<file path="src/rtl/pe_mac_pipe.sv">
// Pipelined signed multiply-accumulate PE for the convolution datapath.
// Three register stages (operands, product, result) with valid tracking,
// run-time MUL_ADD / MUL_SUB / MUL / ACC modes and optional saturation.
//
// Ports:
//   i_clk          clock, rising edge
//   i_rst          synchronous active-high reset
//   i_en           input sample valid
//   i_mode         0 MUL_ADD, 1 MUL_SUB, 2 MUL, 3 ACC
//   i_first        ACC: sample starts a new accumulation
//   i_last         ACC: sample ends the accumulation
//   i_data         signed data operand   [A_WIDTH]
//   i_weight       signed weight operand [B_WIDTH]
//   i_partoutvalue signed partial sum C  [OUT_WIDTH]
//   o_en           result valid (3 cycles after i_en)
//   o_last         final ACC result of a frame
//   o_ovf          result left the OUT_WIDTH signed range
//   o_data         signed result         [OUT_WIDTH]

module pe_mac_pipe #(
  parameter int A_WIDTH   = 30,
  parameter int B_WIDTH   = 18,
  parameter int OUT_WIDTH = 48,
  parameter bit SATURATE  = 1'b0
) (
  input  logic                 i_clk,
  input  logic                 i_rst,
  input  logic                 i_en,
  input  logic [1:0]           i_mode,
  input  logic                 i_first,
  input  logic                 i_last,
  input  logic [A_WIDTH-1:0]   i_data,
  input  logic [B_WIDTH-1:0]   i_weight,
  input  logic [OUT_WIDTH-1:0] i_partoutvalue,
  output logic                 o_en,
  output logic                 o_last,
  output logic                 o_ovf,
  output logic [OUT_WIDTH-1:0] o_data
);

  localparam int PW = A_WIDTH + B_WIDTH;
  localparam int RW = OUT_WIDTH + 1;

  localparam logic [OUT_WIDTH-1:0] SAT_MAX =
    {1'b0, {(OUT_WIDTH-1){1'b1}}};
  localparam logic [OUT_WIDTH-1:0] SAT_MIN =
    {1'b1, {(OUT_WIDTH-1){1'b0}}};

  typedef enum logic [1:0] {
    MODE_MUL_ADD = 2'd0,
    MODE_MUL_SUB = 2'd1,
    MODE_MUL     = 2'd2,
    MODE_ACC     = 2'd3
  } mode_e;

  // ---------------- stage 1: operand capture
  logic                        s1_vld_q;
  logic signed [A_WIDTH-1:0]   s1_a_q;
  logic signed [B_WIDTH-1:0]   s1_b_q;
  logic signed [OUT_WIDTH-1:0] s1_c_q;
  mode_e                       s1_mode_q;
  logic                        s1_first_q;
  logic                        s1_last_q;

  always_ff @(posedge i_clk) begin
    if (i_rst) begin
      s1_vld_q   <= 1'b0;
      s1_a_q     <= '0;
      s1_b_q     <= '0;
      s1_c_q     <= '0;
      s1_mode_q  <= MODE_MUL_ADD;
      s1_first_q <= 1'b0;
      s1_last_q  <= 1'b0;
    end else begin
      s1_vld_q <= i_en;
      if (i_en) begin
        s1_a_q     <= i_data;
        s1_b_q     <= i_weight;
        s1_c_q     <= i_partoutvalue;
        s1_mode_q  <= mode_e'(i_mode);
        s1_first_q <= i_first;
        s1_last_q  <= i_last;
      end
    end
  end

  // ---------------- stage 2: full-width product
  logic signed [PW-1:0] prod;

  assign prod = PW'(s1_a_q) * PW'(s1_b_q);

  logic                        s2_vld_q;
  logic signed [RW-1:0]        s2_m_q;
  logic signed [OUT_WIDTH-1:0] s2_c_q;
  mode_e                       s2_mode_q;
  logic                        s2_first_q;
  logic                        s2_last_q;

  always_ff @(posedge i_clk) begin
    if (i_rst) begin
      s2_vld_q   <= 1'b0;
      s2_m_q     <= '0;
      s2_c_q     <= '0;
      s2_mode_q  <= MODE_MUL_ADD;
      s2_first_q <= 1'b0;
      s2_last_q  <= 1'b0;
    end else begin
      s2_vld_q <= s1_vld_q;
      if (s1_vld_q) begin
        s2_m_q     <= RW'(prod);
        s2_c_q     <= s1_c_q;
        s2_mode_q  <= s1_mode_q;
        s2_first_q <= s1_first_q;
        s2_last_q  <= s1_last_q;
      end
    end
  end

  // ---------------- stage 3: add/sub/acc, range check, output
  logic                        o_en_q;
  logic                        o_last_q, o_last_d;
  logic                        o_ovf_q, o_ovf_d;
  logic signed [OUT_WIDTH-1:0] o_data_q, o_data_d;
  logic signed [OUT_WIDTH-1:0] acc_q, acc_d;

  logic signed [RW-1:0]        sum;
  logic                        ovf;
  logic [OUT_WIDTH-1:0]        res;
  logic                        is_acc;

  assign is_acc = (s2_mode_q == MODE_ACC);

  always_comb begin
    sum = s2_m_q;
    unique case (s2_mode_q)
      MODE_MUL_ADD: sum = RW'(s2_c_q) + s2_m_q;
      MODE_MUL_SUB: sum = RW'(s2_c_q) - s2_m_q;
      MODE_MUL:     sum = s2_m_q;
      MODE_ACC:     sum = s2_first_q ? s2_m_q
                                     : RW'(acc_q) + s2_m_q;
      default:      sum = s2_m_q;
    endcase
  end

  // One guard bit: out of range when the top two bits disagree.
  assign ovf = sum[RW-1] ^ sum[RW-2];

  always_comb begin
    res = sum[OUT_WIDTH-1:0];
    if (SATURATE && ovf) begin
      res = sum[RW-1] ? SAT_MIN : SAT_MAX;
    end
  end

  always_comb begin
    o_data_d = o_data_q;
    o_last_d = o_last_q;
    o_ovf_d  = o_ovf_q;
    acc_d    = acc_q;
    if (s2_vld_q) begin
      o_data_d = res;
      o_last_d = is_acc && s2_last_q;
      o_ovf_d  = ovf;
      // acc follows the stored (possibly clamped) result,
      // so the next term builds on what was actually output.
      if (is_acc) begin
        acc_d = res;
      end
    end
  end

  always_ff @(posedge i_clk) begin
    if (i_rst) begin
      o_en_q   <= 1'b0;
      o_last_q <= 1'b0;
      o_ovf_q  <= 1'b0;
      o_data_q <= '0;
      acc_q    <= '0;
    end else begin
      o_en_q   <= s2_vld_q;
      o_last_q <= o_last_d;
      o_ovf_q  <= o_ovf_d;
      o_data_q <= o_data_d;
      acc_q    <= acc_d;
    end
  end

  assign o_en   = o_en_q;
  assign o_last = o_last_q;
  assign o_ovf  = o_ovf_q;
  assign o_data = o_data_q;

endmodule

</file>
<file path="config.mk">
export PLATFORM = sky130hd
export DESIGN_NAME = pe_mac_pipe
export DESIGN_NICKNAME = d
export VERILOG_FILES = /design/src/rtl/pe_mac_pipe.sv
export SDC_FILE = /design/constraint.sdc
export NUM_CORES = 2
export LEC_CHECK = 0
export BUFFER_PORTS_ARGS = -buffer_cell sky130_fd_sc_hd__buf_2
export CAP_MARGIN = 20
export CORE_AREA = 2 2 315 239
export CTS_CLUSTER_DIAMETER = 100
export CTS_CLUSTER_SIZE = 8
export DETAILED_ROUTE_END_ITERATION = 7
export DIE_AREA = 0 0 317 241
export PLACE_DENSITY = 0.67
export SYNTH_ARGS = -nofsm -noshare
export SYNTH_HDL_FRONTEND = slang
export SYNTH_SLANG_ARGS = --single-unit
</file>
<file path="constraint.sdc">
create_clock -name i_clk -period 20.2 [get_ports i_clk]
set_clock_uncertainty 0.15 [all_clocks]
set_input_delay 4.04 -clock i_clk [delete_from_list [all_inputs] [get_ports i_clk]]
set_output_delay 4.04 -clock i_clk [all_outputs]
set_load 0.01 [all_outputs]
</file>
==> qor.yml <==
r2r_slack_ps: 12570
synth_top_family_by_area: "adder cells"
grt_max_degree: 92
syn_area_per_cell_sq_um: 8.55
ys_types: 84
final_nets: 5079
drv_cap: 0
numCtsBuffers: 45
crit_type: "register to register"
netlist_instances: 4254
fin_crit_ps: 7630
synthAdderAreaFrac_pct: 36.1
worstPathArrival_ps: 8010
crit_path_end: "s2_m_q[31]"
drtAntennaViolNets: 0
clock_sinks: 301
fill_cells: 6871
hold_buffers: 0
required_ps: 20570
htree_levels: 2
clkTransAtPathRegs_ps: 60
min_path_type: "register to register"
ys_async_sr_fraction_pct: 0
critPathCaptureType: "register"
cts_setup_buffers: 0
gr-total-overflow: 0
dp_hpwl_um: 73400
dr.first_iter.drc_count: 2077
area_delta_synth_final_pct: 6.94
pwr-share-seq_pct: 28.4
finalHoldViolCount: 0
postLayoutCoreUtil_pct: 53.3
switching_share_pct: 40.3
netlist_area_sq_um: 36400
drt-pass1-iter-count: 5
routed_wl_um: 96800
pwr-share-clk_pct: 28.5
setup_viol: 0
use_met2_pct: 42.1
grt-busiest-layer: "met2"
intPower_w: 0.00147
cts_tree: "yes"
vias_per_cell: 5.51
synth-compound-area-share_pct: 12.0
cts_resized: 0
synth_xor_area_share_pct: 4.24
clkLatencyLatePin_ps: 600
grt_pass1_vias: 29100
syn_nets: 5094
die_x_um: 317
critPathMaxFanout: 18
yosysWarnings: 0
core_area_sq_um: 73100
synth-seq-area-share_pct: 16.6
pwr-share-comb_pct: 43.1
p_total_w: 0.00247
start_kind: "register"
relSlewSlack_pct: 32.7
drive_gt1_share_pct: 6.78
max_freq_ghz: 0.131
grt_pass1_wl_um: 158000
power_density_nw_per_um2: 63.4
p_sw_w: 0.000994
rsz0062_at_grt: "no"
gp_congestion: 0.930
ys_ff_latch: 301
ir_drop_mv: 0.0629
antenna_found_initial: 1
rows: 86
grt_use_total_pct: 26.2
synth_edf_count: 0
avgRoutedWirePerCell_um: 18.6
fin_crit_sh_pct: 37.8
synth-main-ff-cell: "dfxtp_1"
synth_mux_area_share_pct: 5.73
r2r_end: "s2_m_q[31]"
port_buffers: 153
dieArea_sq_um: 76400
p_leak_nw: 18.7
slew_violations: 0
clk_path_buf_depth: 3
start_util_pct: 49.8
reg2reg_from: "s1_b_q[12]"
ff2ff_path_depth: 23
grt_util_met3_pct: 3.45
vias: 28700
cts_root_buffer: "clkbuf_16"
crit_path_start: "s1_b_q[12]"
antennaDiodeCount: 0
worst_pin_slew_ps: 1010
grtUsageMet1_pct: 37.6
ios: 154
drcViolationCount: 0
tns_ps: 0
die_height_um: 241
synthSimpleGateAreaFrac_pct: 16.3
status: "finished, final reports clean"
## worst min-delay path by stage
stage / start / to / slack [ps] / cells after the start
after floorplan: acc_q[0] / acc_q[0] / 290 / 2
after global placement: acc_q[29] / acc_q[29] / 300 / 2
after detailed placement: acc_q[6] / acc_q[6] / 310 / 2
after CTS: acc_q[6] / acc_q[6] / 310 / 2
after global routing: acc_q[25] / acc_q[25] / 330 / 2
final: acc_q[6] / acc_q[6] / 310 / 2
## registers in the layout, indices dropped and copies added, names as in the netlist, 2 cells and up
signal     count
s1_b_q        18
o_data        48
s1_mode_q      2
s2_mode_q      2
s1_c_q        48
s1_a_q        30
s2_c_q        48
s2_m_q        48
acc_q         48
## placed cells by master, fill, tap and decap left out, types with 9 or more instances in the layout
cell type	n
nand4_1	17
o31ai_1	12
xor2_1	72
a21oi_1	204
a21o_1	96
nor2_1	378
a31oi_1	16
and3_1	19
clkbuf_16	46
nand3_1	39
o211ai_1	21
fa_1	523
o41ai_1	9
nand2b_1	21
buf_2	151
o21ai_0	129
mux2i_1	204
buf_4	36
o21a_1	24
nand2_1	493
inv_1	611
nor3_1	41
xnor2_1	104
o21bai_1	14
and2_1	216
dfxtp_1	296
ha_1	214
nor2b_1	13
a211oi_1	60
## Yosys cell counts, drive strengths merged, types with 4 or more instances
| library cell | n | share of area (%) |
|---|---|---|
| ha | 214 | 7.4 |
| and3 | 20 | 0.34 |
| o21bai | 14 | 0.29 |
| mux2i | 204 | 5.6 |
| fa | 523 | 29 |
| nor2b | 14 | 0.24 |
| a211o | 6 | 0.14 |
| nor3 | 42 | 0.59 |
| nand2b | 22 | 0.38 |
| or3 | 7 | 0.15 |
| inv | 611 | 6.3 |
| a221oi | 8 | 0.21 |
| nor2 | 378 | 3.9 |
| buf | 32 | 0.42 |
| o21a | 24 | 0.50 |
| clkbuf | 219 | 2.3 |
| a21o | 96 | 2.0 |
| nor4 | 13 | 0.33 |
| o211ai | 21 | 0.43 |
| nand3b | 5 | 0.10 |
| o31ai | 12 | 0.25 |
| and4 | 4 | 0.096 |
| a21oi | 206 | 2.9 |
| o22ai | 7 | 0.12 |
| a31oi | 16 | 0.28 |
| a211oi | 61 | 1.3 |
| or2 | 6 | 0.10 |
| nand2 | 493 | 5.1 |
| and2 | 217 | 3.7 |
| o221ai | 7 | 0.17 |
| xor2 | 72 | 1.7 |
| dfxtp | 301 | 17 |
| nand3 | 39 | 0.54 |
| mux2 | 4 | 0.12 |
| nor3b | 7 | 0.17 |
| o21ai | 132 | 1.8 |
| a41oi | 6 | 0.14 |
| a31o | 7 | 0.17 |
| o41ai | 10 | 0.26 |
| nand4 | 17 | 0.29 |
| xnor2 | 104 | 2.5 |
| a311oi | 7 | 0.17 |
| o311ai | 6 | 0.17 |
## layer usage
layer	vias up	part of all wire, %
li1	13600	-
met1	14200	46
met2	844	45
met3	136	6.5
met4	0	2.2
met5	-	0
## worst max-delay path, cell delays in order, from the launching register on
cell and delay [ps]:
dfxtp_1 690, buf_4 380, nand2_1 120, fa_1 570, inv_1 60, fa_1 570
fa_1 460, fa_1 460, fa_1 500, inv_1 50, fa_1 470, inv_1 40
ha_1 360, nand3_1 180, nor3_1 110, and2_1 190, a221o_1 290, nor3_1 620
a41oi_1 260, a21o_1 220, a21oi_1 250, nor2_1 110, nor4_1 310, a211o_1 140
## logic make-up (layout without fill, tap and decap cells)
kind of cell,count (synthesis),after routing
and+or+nand+nor,1293,1293
buffers and inverters,863,856
adders and majority gates,737,737
AOI/OAI and AO/OA,676,676
DFF,301,301
muxes,208,208
xor gates and xnor gates,176,176
## cell type report
| class | instances | area [sq um] | area share, % |
|---|---|---|---|
| multi-input combinational | 3090 | 27100 | 69.6 |
| sequential | 301 | 6040 | 15.5 |
| timing repair buffer | 189 | 1050 | 2.70 |
| inverter | 612 | 2300 | 5.90 |
| clock inverter | 6 | 87.6 | 0.225 |
| clock buffer | 49 | 1160 | 2.99 |
| tap | 968 | 1210 | 3.11 |
## through the flow
| stage | hold WS [ps] | instances | area [sq um] | worst slack (ps) |
|---|---|---|---|---|
| 3_5_place_dp | 307 | 5160 | 37700 | 12730 |
| 2_1_floorplan | 290 | 4254 | 36400 | 13540 |
| 3_3_place_gp | 300 | 5160 | 37700 | 12840 |
| 5_1_grt | 328 | 5215 | 38900 | 12160 |
| 4_1_cts | 314 | 5215 | 38900 | 12650 |
| 6_report | 311 | 5215 | 38900 | 12570 |
## power groups by stage
stage          clock network [W]  registers [W]  logic [W]
2_1_floorplan                  0       0.000671   0.000820
3_3_place_gp                   0       0.000711    0.00105
3_5_place_dp                   0       0.000712    0.00106
4_1_cts                 0.000719       0.000700    0.00106
5_1_grt                 0.000744       0.000705    0.00120
6_report                0.000702       0.000702    0.00106
Note: power is estimated with default switching activity, not from simulation.
